### src/rtl/user_io_pkg.sv
// Shared definitions for the user I/O status CSR block: CSR map, status FSM encoding,
// status-message field layout and the CSR request bundle.
package user_io_pkg;

   localparam logic [15:0] CSR_STAT     = 16'h0000;
   localparam logic [15:0] CSR_SCRATCH  = 16'h0008;
   localparam logic [15:0] CSR_STICKY   = 16'h0010;
   localparam logic [15:0] CSR_CTRL     = 16'h0018;
   localparam logic [15:0] CSR_CNT_BASE = 16'h0020;
   localparam logic [63:0] CSR_UNMAPPED = 64'hdeadbeefdeadbeef;

   localparam int SEQ_W = 16;

   typedef enum logic [1:0] {
      S_COUNT = 2'd0,
      S_PEND  = 2'd1,
      S_SEND  = 2'd2
   } stat_state_e;

   typedef struct packed {
      logic [15:0] addr;
      logic [63:0] data;
      logic        wr;
      logic        rd;
   } csr_req_t;

   // Message fields are NUM_LINKS wide, packed upward from bit 0; seq sits in the top 16 bits.
   function automatic int msg_lane_lo(input int n);  return 0;     endfunction
   function automatic int msg_chan_lo(input int n);  return n;     endfunction
   function automatic int msg_corr_lo(input int n);  return 2 * n; endfunction
   function automatic int msg_fatal_lo(input int n); return 3 * n; endfunction

endpackage

### src/rtl/user_io_link_stat.sv
// Per-link status: 2-flop sync of the async status wires, chan_up fall detect,
// saturating link-down counter and fatal/correctable sticky alarms.
// Change-detect outputs exist only when USER_IO_STAT_EVENT_EN is defined.
module user_io_link_stat
   import user_io_pkg::*;
#(
   parameter int CNT_WIDTH = 16
) (
   input  logic                 clk,
   input  logic                 rst,
   input  logic                 chan_up_a,
   input  logic                 lane_up_a,
   input  logic                 fatal_a,
   input  logic                 corr_a,
   input  logic                 cnt_clr,
   input  logic                 fatal_clr,
   input  logic                 corr_clr,
   output logic                 chan_up,
   output logic                 lane_up,
   output logic                 fatal_sticky,
   output logic                 corr_sticky,
`ifdef USER_IO_STAT_EVENT_EN
   output logic                 status_chg,
   output logic                 sticky_new,
`endif
   output logic [CNT_WIDTH-1:0] down_cnt
);

   localparam logic [CNT_WIDTH-1:0] CNT_MAX = '1;

   logic [1:0] chan_s, lane_s, fatal_s, corr_s;
   logic       chan_q;
   logic       down_evt;

   always_ff @(posedge clk) begin
      if (rst) begin
         chan_s       <= '0;
         lane_s       <= '0;
         fatal_s      <= '0;
         corr_s       <= '0;
         chan_q       <= 1'b0;
         fatal_sticky <= 1'b0;
         corr_sticky  <= 1'b0;
         down_cnt     <= '0;
      end else begin
         chan_s  <= {chan_s[0], chan_up_a};
         lane_s  <= {lane_s[0], lane_up_a};
         fatal_s <= {fatal_s[0], fatal_a};
         corr_s  <= {corr_s[0], corr_a};
         chan_q  <= chan_s[1];
         // an alarm still asserted wins over a W1C in the same cycle
         if (fatal_s[1])     fatal_sticky <= 1'b1;
         else if (fatal_clr) fatal_sticky <= 1'b0;
         if (corr_s[1])      corr_sticky  <= 1'b1;
         else if (corr_clr)  corr_sticky  <= 1'b0;
         if (cnt_clr)
            down_cnt <= down_evt ? CNT_WIDTH'(1) : '0;
         else if (down_evt && down_cnt != CNT_MAX)
            down_cnt <= down_cnt + CNT_WIDTH'(1);
      end
   end

   assign chan_up  = chan_s[1];
   assign lane_up  = lane_s[1];
   assign down_evt = chan_q & ~chan_s[1];

`ifdef USER_IO_STAT_EVENT_EN
   logic lane_q;
   always_ff @(posedge clk) begin
      if (rst) lane_q <= 1'b0;
      else     lane_q <= lane_s[1];
   end
   assign status_chg = (chan_q ^ chan_s[1]) | (lane_q ^ lane_s[1]);
   assign sticky_new = (fatal_s[1] & ~fatal_sticky) | (corr_s[1] & ~corr_sticky);
`endif

endmodule

### src/rtl/user_io_stat_csr.sv
// CSR decode and status-message FSM for the user I/O Aurora links.
// Define USER_IO_STAT_EVENT_EN to also emit a message on any status change.
module user_io_stat_csr
   import user_io_pkg::*;
#(
   parameter int NUM_LINKS       = 8,
   parameter int UIO_PORTS_WIDTH = 128,
   parameter int CNT_WIDTH       = 16,
   parameter int STAT_PERIOD     = 256
) (
   input  logic                       clk_per,
   input  logic                       reset_per,
   input  logic [15:0]                i_csr_addr,
   input  logic [63:0]                i_csr_data,
   input  logic                       i_csr_wr_vld,
   input  logic                       i_csr_rd_vld,
   output logic [63:0]                o_csr_data,
   output logic                       o_csr_rd_ack,
   input  logic [NUM_LINKS-1:0]       i_stat_chan_up,
   input  logic [NUM_LINKS-1:0]       i_stat_lane_up,
   input  logic [NUM_LINKS-1:0]       i_fatal_alarm,
   input  logic [NUM_LINKS-1:0]       i_corr_alarm,
   output logic [NUM_LINKS-1:0]       o_link_en,
   output logic                       o_uio_rs_vld,
   output logic [UIO_PORTS_WIDTH-1:0] o_uio_rs_data,
   input  logic                       i_uio_rs_afull
);

   localparam int PER_W    = $clog2(STAT_PERIOD);
   localparam int LANE_LO  = msg_lane_lo(NUM_LINKS);
   localparam int CHAN_LO  = msg_chan_lo(NUM_LINKS);
   localparam int CORR_LO  = msg_corr_lo(NUM_LINKS);
   localparam int FATAL_LO = msg_fatal_lo(NUM_LINKS);

   csr_req_t req;
   assign req = '{addr: i_csr_addr, data: i_csr_data, wr: i_csr_wr_vld, rd: i_csr_rd_vld};

   logic [NUM_LINKS-1:0]                chan_up, lane_up, fatal_sticky, corr_sticky;
   logic [NUM_LINKS-1:0]                cnt_hit, cnt_clr, fatal_clr, corr_clr;
   logic [NUM_LINKS-1:0][CNT_WIDTH-1:0] down_cnt;
   logic [63:0]                         scratch, rd_data;
   logic                                sticky_wr;
   logic                                evt;
`ifdef USER_IO_STAT_EVENT_EN
   logic [NUM_LINKS-1:0]                status_chg, sticky_new;
   assign evt = |status_chg | |sticky_new;
`else
   assign evt = 1'b0;
`endif

   assign sticky_wr = req.wr && (req.addr == CSR_STICKY);
   assign fatal_clr = {NUM_LINKS{sticky_wr}} & req.data[2*NUM_LINKS-1:NUM_LINKS];
   assign corr_clr  = {NUM_LINKS{sticky_wr}} & req.data[NUM_LINKS-1:0];
   assign cnt_clr   = {NUM_LINKS{req.wr}} & cnt_hit;

   for (genvar g = 0; g < NUM_LINKS; g++) begin : g_link
      user_io_link_stat #(.CNT_WIDTH(CNT_WIDTH)) u_link (
         .clk          (clk_per),
         .rst          (reset_per),
         .chan_up_a    (i_stat_chan_up[g]),
         .lane_up_a    (i_stat_lane_up[g]),
         .fatal_a      (i_fatal_alarm[g]),
         .corr_a       (i_corr_alarm[g]),
         .cnt_clr      (cnt_clr[g]),
         .fatal_clr    (fatal_clr[g]),
         .corr_clr     (corr_clr[g]),
         .chan_up      (chan_up[g]),
         .lane_up      (lane_up[g]),
         .fatal_sticky (fatal_sticky[g]),
         .corr_sticky  (corr_sticky[g]),
`ifdef USER_IO_STAT_EVENT_EN
         .status_chg   (status_chg[g]),
         .sticky_new   (sticky_new[g]),
`endif
         .down_cnt     (down_cnt[g])
      );
   end

   always_comb begin
      cnt_hit = '0;
      for (int i = 0; i < NUM_LINKS; i++)
         cnt_hit[i] = (req.addr == CSR_CNT_BASE + 16'(8 * i));
   end

   always_comb begin
      rd_data = CSR_UNMAPPED;
      case (req.addr)
         CSR_STAT:    rd_data = 64'({chan_up, lane_up});
         CSR_SCRATCH: rd_data = scratch;
         CSR_STICKY:  rd_data = 64'({fatal_sticky, corr_sticky});
         CSR_CTRL:    rd_data = 64'(o_link_en);
         default:
            for (int i = 0; i < NUM_LINKS; i++)
               if (cnt_hit[i]) rd_data = 64'(down_cnt[i]);
      endcase
   end

   always_ff @(posedge clk_per) begin
      if (reset_per) begin
         o_csr_rd_ack <= 1'b0;
         o_csr_data   <= '0;
         scratch      <= '0;
         o_link_en    <= '1;
      end else begin
         o_csr_rd_ack <= req.rd;
         if (req.rd)                             o_csr_data <= rd_data;
         if (req.wr && req.addr == CSR_SCRATCH)  scratch    <= req.data;
         if (req.wr && req.addr == CSR_CTRL)     o_link_en  <= req.data[NUM_LINKS-1:0];
      end
   end

   // Status message FSM; the period counter free-runs so late expiries are simply lost.
   stat_state_e              state, state_nxt;
   logic [PER_W-1:0]         per_cnt;
   logic                     per_exp;
   logic [SEQ_W-1:0]         seq;
   logic [UIO_PORTS_WIDTH-1:0] msg;

   assign per_exp = (per_cnt == PER_W'(STAT_PERIOD - 1));

   always_ff @(posedge clk_per) begin
      if (reset_per) state <= S_COUNT;
      else           state <= state_nxt;
   end

   always_comb begin
      state_nxt = state;
      case (state)
         S_COUNT: if (per_exp || evt)   state_nxt = S_PEND;
         S_PEND:  if (!i_uio_rs_afull)  state_nxt = S_SEND;
         S_SEND:                        state_nxt = S_COUNT;
         default:                       state_nxt = S_COUNT;
      endcase
   end

   always_comb begin
      o_uio_rs_vld = (state == S_SEND);
   end

   always_comb begin
      msg                              = '0;
      msg[LANE_LO  +: NUM_LINKS]       = lane_up;
      msg[CHAN_LO  +: NUM_LINKS]       = chan_up;
      msg[CORR_LO  +: NUM_LINKS]       = corr_sticky;
      msg[FATAL_LO +: NUM_LINKS]       = fatal_sticky;
      msg[UIO_PORTS_WIDTH-1 -: SEQ_W]  = seq;
   end

   always_ff @(posedge clk_per) begin
      if (reset_per) begin
         per_cnt       <= '0;
         seq           <= '0;
         o_uio_rs_data <= '0;
      end else begin
         if ((state == S_COUNT && evt) || per_exp) per_cnt <= '0;
         else                                      per_cnt <= per_cnt + PER_W'(1);
         if (state == S_SEND) seq <= seq + SEQ_W'(1);
         if (state == S_PEND && !i_uio_rs_afull) o_uio_rs_data <= msg;
      end
   end

endmodule

### config.mk
export PLATFORM = sky130hd
export DESIGN_NAME = user_io_stat_csr
export DESIGN_NICKNAME = d
export VERILOG_FILES = /design/src/rtl/user_io_pkg.sv /design/src/rtl/user_io_link_stat.sv /design/src/rtl/user_io_stat_csr.sv
export SDC_FILE = /design/constraint.sdc
export NUM_CORES = 1
export LEC_CHECK = 0
export ABC_AREA = 1
export BUFFER_PORTS_ARGS = -buffer_cell sky130_fd_sc_hd__buf_2
export CORE_UTILIZATION = 57
export DETAILED_ROUTE_END_ITERATION = 10
export PLACE_DENSITY = 0.87
export SLEW_MARGIN = 5
export SYNTH_ARGS = -nofsm -noshare
export SYNTH_HDL_FRONTEND = slang
export SYNTH_SLANG_ARGS = --single-unit
### constraint.sdc
create_clock -name clk_per -period 2.35 [get_ports clk_per]
set_clock_uncertainty 0.05 [all_clocks]
set_input_delay 0.235 -clock clk_per [delete_from_list [all_inputs] [get_ports clk_per]]
set_output_delay 0.235 -clock clk_per [all_outputs]
set_load 0.02 [all_outputs]
Word level (Yosys, flattened, before mapping) --
Index checks and enable logic that the tools add are counted.
Operators by class: add/sub/neg operators 10, eq/ne operators 24, muxes and demuxes 68, bitwise logic cells 19, reductions and logical operators 41
Operators with widths (number):
- 2-to-1 mux 64 bit | 8
- 2-to-1 mux 16 bit | 16
- case mux 64 bit (4 select lines) | 1
- adder 16 x 1 -> 16 bit (second input constant) | 9
- != test 16 bit (second input constant) | 8
- == test 16 x 6 -> 1 bit (second input constant) | 4
- == test 16 x 7 -> 1 bit (second input constant) | 4
- nonzero test 2 bit | 24
- 2-to-1 mux 1 bit | 40
- == test 16 x 5 -> 1 bit (second input constant) | 2
- AND 8 bit | 3
- == test 16 x 4 -> 1 bit (second input constant) | 1
- logical NOT 16 bit | 1
- logical AND 1 bit | 12
- adder 8 x 1 -> 8 bit (second input constant) | 1
- AND 1 bit | 8
- == test 8 bit (second input constant) | 1
- NOT 1 bit | 8
- 2-to-1 mux 2 bit | 2
- != test 2 bit (second input constant) | 2
- case mux 2 bit (2 select lines) | 1
- == test 2 x 1 -> 1 bit (second input constant) | 1
- == test 2 bit (second input constant) | 1
- logical NOT 2 bit | 1
- 3 further kinds | 3
Word-level totals: register bits after elaboration 427, input port bits 117, output and inout bits 202, logic and storage cells 234

Logic depth before layout (Yosys ltp) --
Gate-level depths: netlist of the first run.
depth in word-level cells 10, mapped depth 14, mapped depth without buffers 14

By module --
From an unflattened synthesis of the first run, not the netlist that was laid out.
Unflattened totals: cell total of the unflattened synthesis 3142, area, all modules 21317.9 µm²
Modules (own cells, without submodules):
- user_io_link_stat | times used 8, cells each 205, area an instance 1361.3 µm², sequential area each 540.5 µm²
- user_io_stat_csr | times used 1, cells each 1502, area an instance 10427.5 µm², sequential area each 4224.1 µm²

Worst setup path after synthesis of the first run --
OpenSTA, ideal clock, no wires.
path type flip-flop to flip-flop, start register g_link[7].u_link.down_cnt[0], end register g_link[7].u_link.down_cnt[3], setup time 121 ps, arrival 1705 ps, data required time 2179 ps, slack 475 ps, cell stages (with the launch flop) 13, buffers on the path 0, period minus slack after synthesis 1875 ps, cell sequence dfxtp_1 > ha_1 > nand2_1 > nor3_1 > nand2_1 > nor2_1 > nand3_1 > nand2_1 > nand2_2 > inv_1 > nor2_1 > o21ai_0 > a21oi_1
Between the ends: cells in the longest elaborated chain, start to end 3, elaborated cells between the ends (all ways) 6, classes of those cells add/sub: 1; eq/ne: 1; mux: 2; reduce/logical: 2
Ends and longest elaborated chain:
- start: declaration | line user_io_link_stat.sv:26 | output logic [CNT_WIDTH-1:0] down_cnt
- start signal: assignment | line user_io_link_stat.sv:57 | down_cnt <= down_evt ? CNT_WIDTH'(1) : '0;
- start signal: assignment | line user_io_link_stat.sv:59 | down_cnt <= down_cnt + CNT_WIDTH'(1);
- adder 16 x 1 -> 16 bit or != test 16 bit (tied branches) | line user_io_link_stat.sv:59, user_io_link_stat.sv:58
- 2-to-1 mux 16 bit or logical AND 1 bit (tied branches) | line user_io_link_stat.sv:58 | else if (down_evt && down_cnt != CNT_MAX)
- 2-to-1 mux 16 bit or nonzero test 2 bit (tied branches)
Parallel ways exist; a longest one is shown, timed or not. The select of a mux whose other input is x is not followed. A chain may end at the register's enable or synchronous reset.

Worst setup path in the final report of the first run --
start register g_link[0].u_link.down_cnt[0], end register g_link[0].u_link.down_cnt[11]
Between the ends: cells in the longest elaborated chain, start to end 3, elaborated cells between the ends (all ways) 6, classes of those cells add/sub: 1; eq/ne: 1; mux: 2; reduce/logical: 2
Ends and longest elaborated chain (line):
- start: declaration | user_io_link_stat.sv:26
- start signal: assignment | user_io_link_stat.sv:57
- start signal: assignment | user_io_link_stat.sv:59
- adder 16 x 1 -> 16 bit or != test 16 bit (tied branches) | user_io_link_stat.sv:59, user_io_link_stat.sv:58
- 2-to-1 mux 16 bit or logical AND 1 bit (tied branches) | user_io_link_stat.sv:58
- 2-to-1 mux 16 bit or nonzero test 2 bit (tied branches)
Parallel ways exist; a longest one is shown, timed or not. The select of a mux whose other input is x is not followed.

==> impl_metrics.toml, run 1 <==
[cts]
clock-root-buffer = "clkbuf_16"
cts_tree = "done"
clk_pin_slew_worst_paths_ps = 60
cts_buffers = 43
cts_setup_buffers = 0
clock_sinks = 427
h-tree-depth = 2
worstSkewPairLatency_ps = 560
clockBufferDepth = 3

[job]
maxCapViolCount = 0

[drt]
vias = 19020
route.detailed.drc = 0
drtIter0Drc = 2027
drt-pass1-iter-count = 6
wl_met3_um = 6089
wl_per_cell_um = 17.47
antenna_left = 0
routed_wl_um = 59310
routed.top_layer = "met5"
dr_wl_met2_um = 27050
wl_met1_um = 23870
vias_per_cell = 5.600

[sta]
hold_viol = 0
fmax_mhz = 456.0
slew_headroom_pct = 32.53
slew_violations = 0
min_period_ps = 2193
setup_violations = 0
worstMarginPinSlew_ps = 1012
period_share_pct = 93.33

[pwr]
p_total_mw = 15.55
intPower_mw = 11.75
clkPwrFrac_pct = 45.1
p_leak_nw = 9.167
p_sw_mw = 3.798
swShare_pct = 24.43
seqPwrFrac_pct = 48.2
vdd_drop_max_mv = 0.6297
power.density_mw_per_mm2 = 685.6
combinationalPowerShare_pct = 6.7

[final_layout]
syn_to_final_growth_pct = 19.63
final_common_cell = "dfxtp_1"
fin_nets = 3048
design_area_mm2 = 0.02268
layout_common_cells = "dfxtp_1 (426), nand2_1 (398), inv_1 (347)"
antenna_cells = 0
fillCellCount = 2517
post_route_cells_drive_above_1_share_pct = 14.29

[worst_setup_path]
critical_path_class = "flop to flop"
rr_worst_depth = 12
reg2reg_to = "g_link[0].u_link.down_cnt[11]$_SDFFE_PP0P_"
rr_startpoint = "g_link[0].u_link.down_cnt[0]$_SDFFE_PP0P_"
cp.arrival_ps = 2580
required_ps = 2730
end_kind = "flop"
crit_fanout = 8
reg2reg_slack_ps = 160
critPathLaunchType = "flop"

[placement]
place_area_mm2 = 0.02035
hpwl_um = 40480
gp_congestion = 0.9708
io_buffers = 238

[global_routing]
grt_util_all_layers_pct = 34.34
grt_start_max_net_pins = 157
grt_pass1_wl_um = 92620
gr-total-overflow = 0
grt_pass1_vias = 17670
antenna_found_initial = 1

[floorplan]
initial_core_util_pct = 58.12
die_height_um = 184.4
die_w_um = 184.4
design.die.area_mm2 = 0.03399
ioPinCount = 319
core_region_area_mm2 = 0.03262
rows = 66

[min_path]
hold-path-endpoint = "scratch[9]$_SDFFE_PP0P_"
hold_depth = 3
min-delay-start = "i_csr_data[9]"
hold_class = "input pin to flop"

[synth]
synth_cell_type_count = 46
ys_async_sr_fraction_pct = 0
ys_seq_elements = 427
syn_inst = 2619
synth_top_flop_cell = "dfxtp_1"
syn-mean-instance-area_um2 = 7.239
yosys_warnings = 0
synth_edf_count = 0
ys_seq_area_share_pct = 45.09
synth_area_mm2 = 0.01896

[run_status]
outcome = "complete, no violations"
-- sequential cells by signal (all words and copies together), names as in the netlist --
register	cells
g_link.u_link.lane_s	16
o_csr_data	64
scratch	64
per_cnt	8
o_csr_rd_ack	1
g_link.u_link.fatal_s	16
g_link.u_link.corr_sticky	8
state	2
g_link.u_link.fatal_sticky	8
o_uio_rs_data	48
seq	16
o_link_en	8
g_link.u_link.chan_q	8
g_link.u_link.chan_s	16
g_link.u_link.down_cnt	128
g_link.u_link.corr_s	16
-- cell families after synthesis --
| kind of cell | share of synthesized area (%) |
|---|---|
| fa+ha+maj | 0.6600 |
| compound gates | 18.41 |
| other cells | 0.01978 |
| simple gates | 22.67 |
| buf+inv | 12.78 |
| xor+xnor | 0.3696 |
| flops | 45.09 |
-- per-stage QoR --
stage / instances / setup WS [ps] / hold slack [ps] / setup TNS, ps / util (%)
floorplan: 2698 / 474.8 / 292.0 / 0 / -
detailed placement: 3231 / -75.84 / 346.5 / -206.1 / 62.38
global placement: 3231 / -70.34 / 343.4 / -194.5 / 62.38
finish: 3396 / 156.8 / 14.41 / 0 / 69.53
CTS: 3396 / 112.9 / 2.842 / 0 / 69.44
global route: 3396 / -12.45 / 14.60 / -14.27 / 69.53
-- per-layer routing --
metal	global-route usage (%)	vias up
li1	-	9051
met1	44.93	8708
met2	56.41	1077
met3	6.560	180
met4	11.97	2
met5	0	-
-- worst max-delay path: stages (launching register included) --
cell     delay [ps]
dfxtp_1         470
ha_1            220
inv_1            70
nor2_1          150
nand3_1         150
nor2_1          160
nand3_1         130
nand2_2         150
nand2_2         150
inv_2           130
nor2_1           60
o21ai_0         140
a21oi_1          50
-- power by group through the flow --
stage / combinational [mW] / clock (mW) / sequential (mW)
floorplan: 0.565 / 0 / 7.70
global placement: 0.870 / 0 / 7.64
detailed placement: 0.887 / 0 / 7.64
CTS: 1.01 / 7.03 / 7.48
global route: 1.12 / 7.37 / 7.50
finish: 1.04 / 7.02 / 7.49
-- layout make-up --
class | count | area, µm² | share of cell area, %
multi-input cells | 1719 | 8325 | 36.71
repair buffers | 366 | 2447 | 10.79
flip-flops and latches | 427 | 8549 | 37.70
inverters | 364 | 1373 | 6.052
clock inverters | 17 | 209.0 | 0.9213
clock buffers | 61 | 1224 | 5.395
well taps | 442 | 553.0 | 2.438
-- worst max path at each step --
| stage | from | to |
|---|---|---|
| detailed placement | i_csr_addr[3] | o_csr_data[13]$_SDFFE_PP0P_ |
| finish | g_link[0].u_link.down_cnt[0]$_SDFFE_PP0P_ | g_link[0].u_link.down_cnt[11]$_SDFFE_PP0P_ |
| global route | g_link[0].u_link.down_cnt[0]$_SDFFE_PP0P_ | g_link[0].u_link.down_cnt[13]$_SDFFE_PP0P_ |
| CTS | g_link[3].u_link.down_cnt[1]$_SDFFE_PP0P_ | g_link[3].u_link.down_cnt[0]$_SDFFE_PP0P_ |
| floorplan | g_link[7].u_link.down_cnt[0]$_SDFFE_PP0P_ | g_link[7].u_link.down_cnt[3]$_SDFFE_PP0P_ |
| global placement | i_csr_addr[3] | o_csr_data[13]$_SDFFE_PP0P_ |
-- timing repair --
item | CTS | global route
gates resized for setup | 0 | 9
setup endpoints to repair | 0 | 22
endpoints found under the hold margin | 94 | 0
hold buffers | 87 | 0
-- Yosys cell counts, types with 2 or more instances --
cell	instances	area, µm²
xor2_1	8	70.07
nor4_1	11	68.82
dfxtp_1	427	8548
buf_6	2	22.52
a311oi_1	2	17.52
a31oi_1	51	319.1
a21oi_1	296	1481
ha_1	10	125.1
nand2_4	2	22.52
buf_1	5	18.77
o21a_1	8	60.06
o21ai_0	248	1241
nand3_4	4	70.07
nor2_2	13	81.33
buf_2	13	65.06
nand3_1	149	745.7
clkbuf_1	84	315.3
nand3b_1	7	52.55
or2_2	4	25.02
and3_1	5	31.28
nor3_2	5	50.05
nor3_1	66	330.3
buf_4	84	630.6
nand4_1	23	143.9
o22ai_1	8	50.05
o211ai_1	18	135.1
nand3_2	6	60.06
nor3b_1	4	30.03
nor2_4	3	33.78
inv_2	13	48.80
o21ai_1	6	30.03
nand2_2	12	75.07
nand2_1	401	1505
inv_1	349	1310
a211oi_1	16	120.1
nor2_1	246	923.4
(Power assumes the default switching activity.)
==> run 2, diff against run 1 <==
--- a/config.mk
+++ b/config.mk
@@ -8,8 +8,10 @@
 export ABC_AREA = 1
 export BUFFER_PORTS_ARGS = -buffer_cell sky130_fd_sc_hd__buf_2
 export CORE_UTILIZATION = 57
+export CTS_CLUSTER_SIZE = 20
 export DETAILED_ROUTE_END_ITERATION = 10
 export PLACE_DENSITY = 0.87
+export RECOVER_POWER = 100
 export SLEW_MARGIN = 5
 export SYNTH_ARGS = -nofsm -noshare
 export SYNTH_HDL_FRONTEND = slang
==> impl_metrics.toml, run 2 (synthesis gave the netlist of run 1 again) <==
[drt]
drtIter0Drc = 2153
vias = 19030
routed.top_layer = "met4"
wl_met3_um = 5880
dr_wl_met2_um = 27270
route.detailed.drc = 0
drt-pass1-iter-count = 6
wl_per_cell_um = 17.45
wl_met1_um = 23980
antenna_left = 0
vias_per_cell = 5.603
routed_wl_um = 59270

[floorplan]
initial_core_util_pct = 58.12
ioPinCount = 319
die_height_um = 184.4
die_w_um = 184.4
design.die.area_mm2 = 0.03399
rows = 66
core_region_area_mm2 = 0.03262

[worst_setup_path]
cp.arrival_ps = 2580
reg2reg_slack_ps = 140
end_kind = "flop"
critical_path_class = "flop to flop"
critPathLaunchType = "flop"
required_ps = 2730
crit_fanout = 9

[cts]
clock-root-buffer = "clkbuf_16"
clockBufferDepth = 3
h-tree-depth = 2
cts_tree = "done"
clk_pin_slew_worst_paths_ps = 60
worstSkewPairLatency_ps = 560
cts_buffers = 43
cts_setup_buffers = 0
clock_sinks = 427

[placement]
io_buffers = 238
pre_cts_ws_ps = -75.84
gp_congestion = 0.9708
hpwl_um = 40480

[job]
maxCapViolCount = 1

[global_routing]
gr-total-overflow = 0
grt_start_max_net_pins = 157
grt_pass1_vias = 17670
grt_util_all_layers_pct = 34.34
grt_pass1_wl_um = 92620
antenna_found_initial = 0

[final_layout]
fin_nets = 3048
syn_to_final_growth_pct = 18.38
largestRegisters = "g_link.u_link.down_cnt: 128 flops, o_csr_data: 64 flops, scratch: 64 flops"
top_register = "g_link.u_link.down_cnt"
layout_common_cells = "dfxtp_1 (426), nand2_1 (400), inv_1 (347)"
antenna_cells = 0
final_util_pct = 68.80
fillCellCount = 2616
final_common_cell = "dfxtp_1"
largest_reg_flops = 128
post_route_cells_drive_above_1_share_pct = 9.817

[sta]
hold_viol = 0
slew_violations = 157
setup_slack_ps = 144.9
period_share_pct = 93.83
slew_headroom_pct = -17.91
worstMarginPinSlew_ps = 1769
min_period_ps = 2205
setup_violations = 0
fmax_mhz = 453.5

[min_path]
hold_class = "input pin to flop"

[run_status]
violations = "capacitance limit, slew limit"
outcome = "finished with violations"

[pwr]
vdd_drop_max_mv = 0.6346
power.density_mw_per_mm2 = 692.6
p_leak_nw = 8.690
[run 2: worst max-delay path, stage by stage (launching register included)]
cell and delay (ps):
dfxtp_1 390, ha_1 210, nand2_1 90, nor3_1 240, nand2_1 130, nor2_1 150
nand3_1 130, nand2_1 130, nand2_2 140, inv_2 130, nor2_1 60, o21ai_0 160
a21oi_1 60
[run 2: area by class of cell]
| type | count | area (µm²) | share of cell area, % |
|---|---|---|---|
| clock buffer | 61 | 1224 | 5.452 |
| multi-input combinational | 1719 | 8288 | 36.93 |
| timing repair buffer | 366 | 2247 | 10.01 |
| clock inverter | 17 | 209.0 | 0.9310 |
| inverter | 364 | 1373 | 6.116 |
| tap | 442 | 553.0 | 2.464 |
| sequential | 427 | 8549 | 38.09 |
[run 2: report_power, final]
group          internal [mW]  switching, mW
sequential              7.39          0.102
clock                   4.01           3.02
combinational          0.327          0.691
total                   11.7           3.82
[run 2: layer usage]
layer | GRT usage [%] | up-vias
li1 | - | 9057
met1 | 44.93 | 8758
met2 | 56.41 | 1041
met3 | 6.560 | 173
met4 | 11.97 | 0
met5 | 0 | -
[run 2: worst paths after layout]
path / end / cells after the start / startpoint
worst max register to register: g_link[7].u_link.down_cnt[7]$_SDFFE_PP0P_ / 12 / g_link[7].u_link.down_cnt[0]$_SDFFE_PP0P_
worst min register to register: g_link[7].u_link.fatal_s[1]$_SDFF_PP0_ / 2 / g_link[7].u_link.fatal_s[0]$_SDFF_PP0_
worst max-delay path: g_link[7].u_link.down_cnt[7]$_SDFFE_PP0P_ / 12 / g_link[7].u_link.down_cnt[0]$_SDFFE_PP0P_
worst min-delay path: scratch[9]$_SDFFE_PP0P_ / 3 / i_csr_data[9]
[run 2: through the flow]
| step | TNS [ps] | instance area, µm² | power [mW] | instances | hold WS [ps] |
|---|---|---|---|---|---|
| floorplan | 0 | 19250 | 8.266 | 2698 | 292.0 |
| global placement | -194.5 | 20350 | 8.510 | 3231 | 343.4 |
| detailed placement | -206.1 | 20350 | 8.530 | 3231 | 346.5 |
| CTS | 0 | 22650 | 15.52 | 3396 | 2.842 |
| global route | -14.51 | 22440 | 15.97 | 3396 | 14.60 |
| finish | 0 | 22440 | 15.54 | 3396 | 20.43 |
[run 2: repair_timing]
action,in CTS,in global routing
hold buffers,87,0
setup endpoints to repair,0,22
gates resized for setup,0,9
endpoints found under the hold margin,94,0
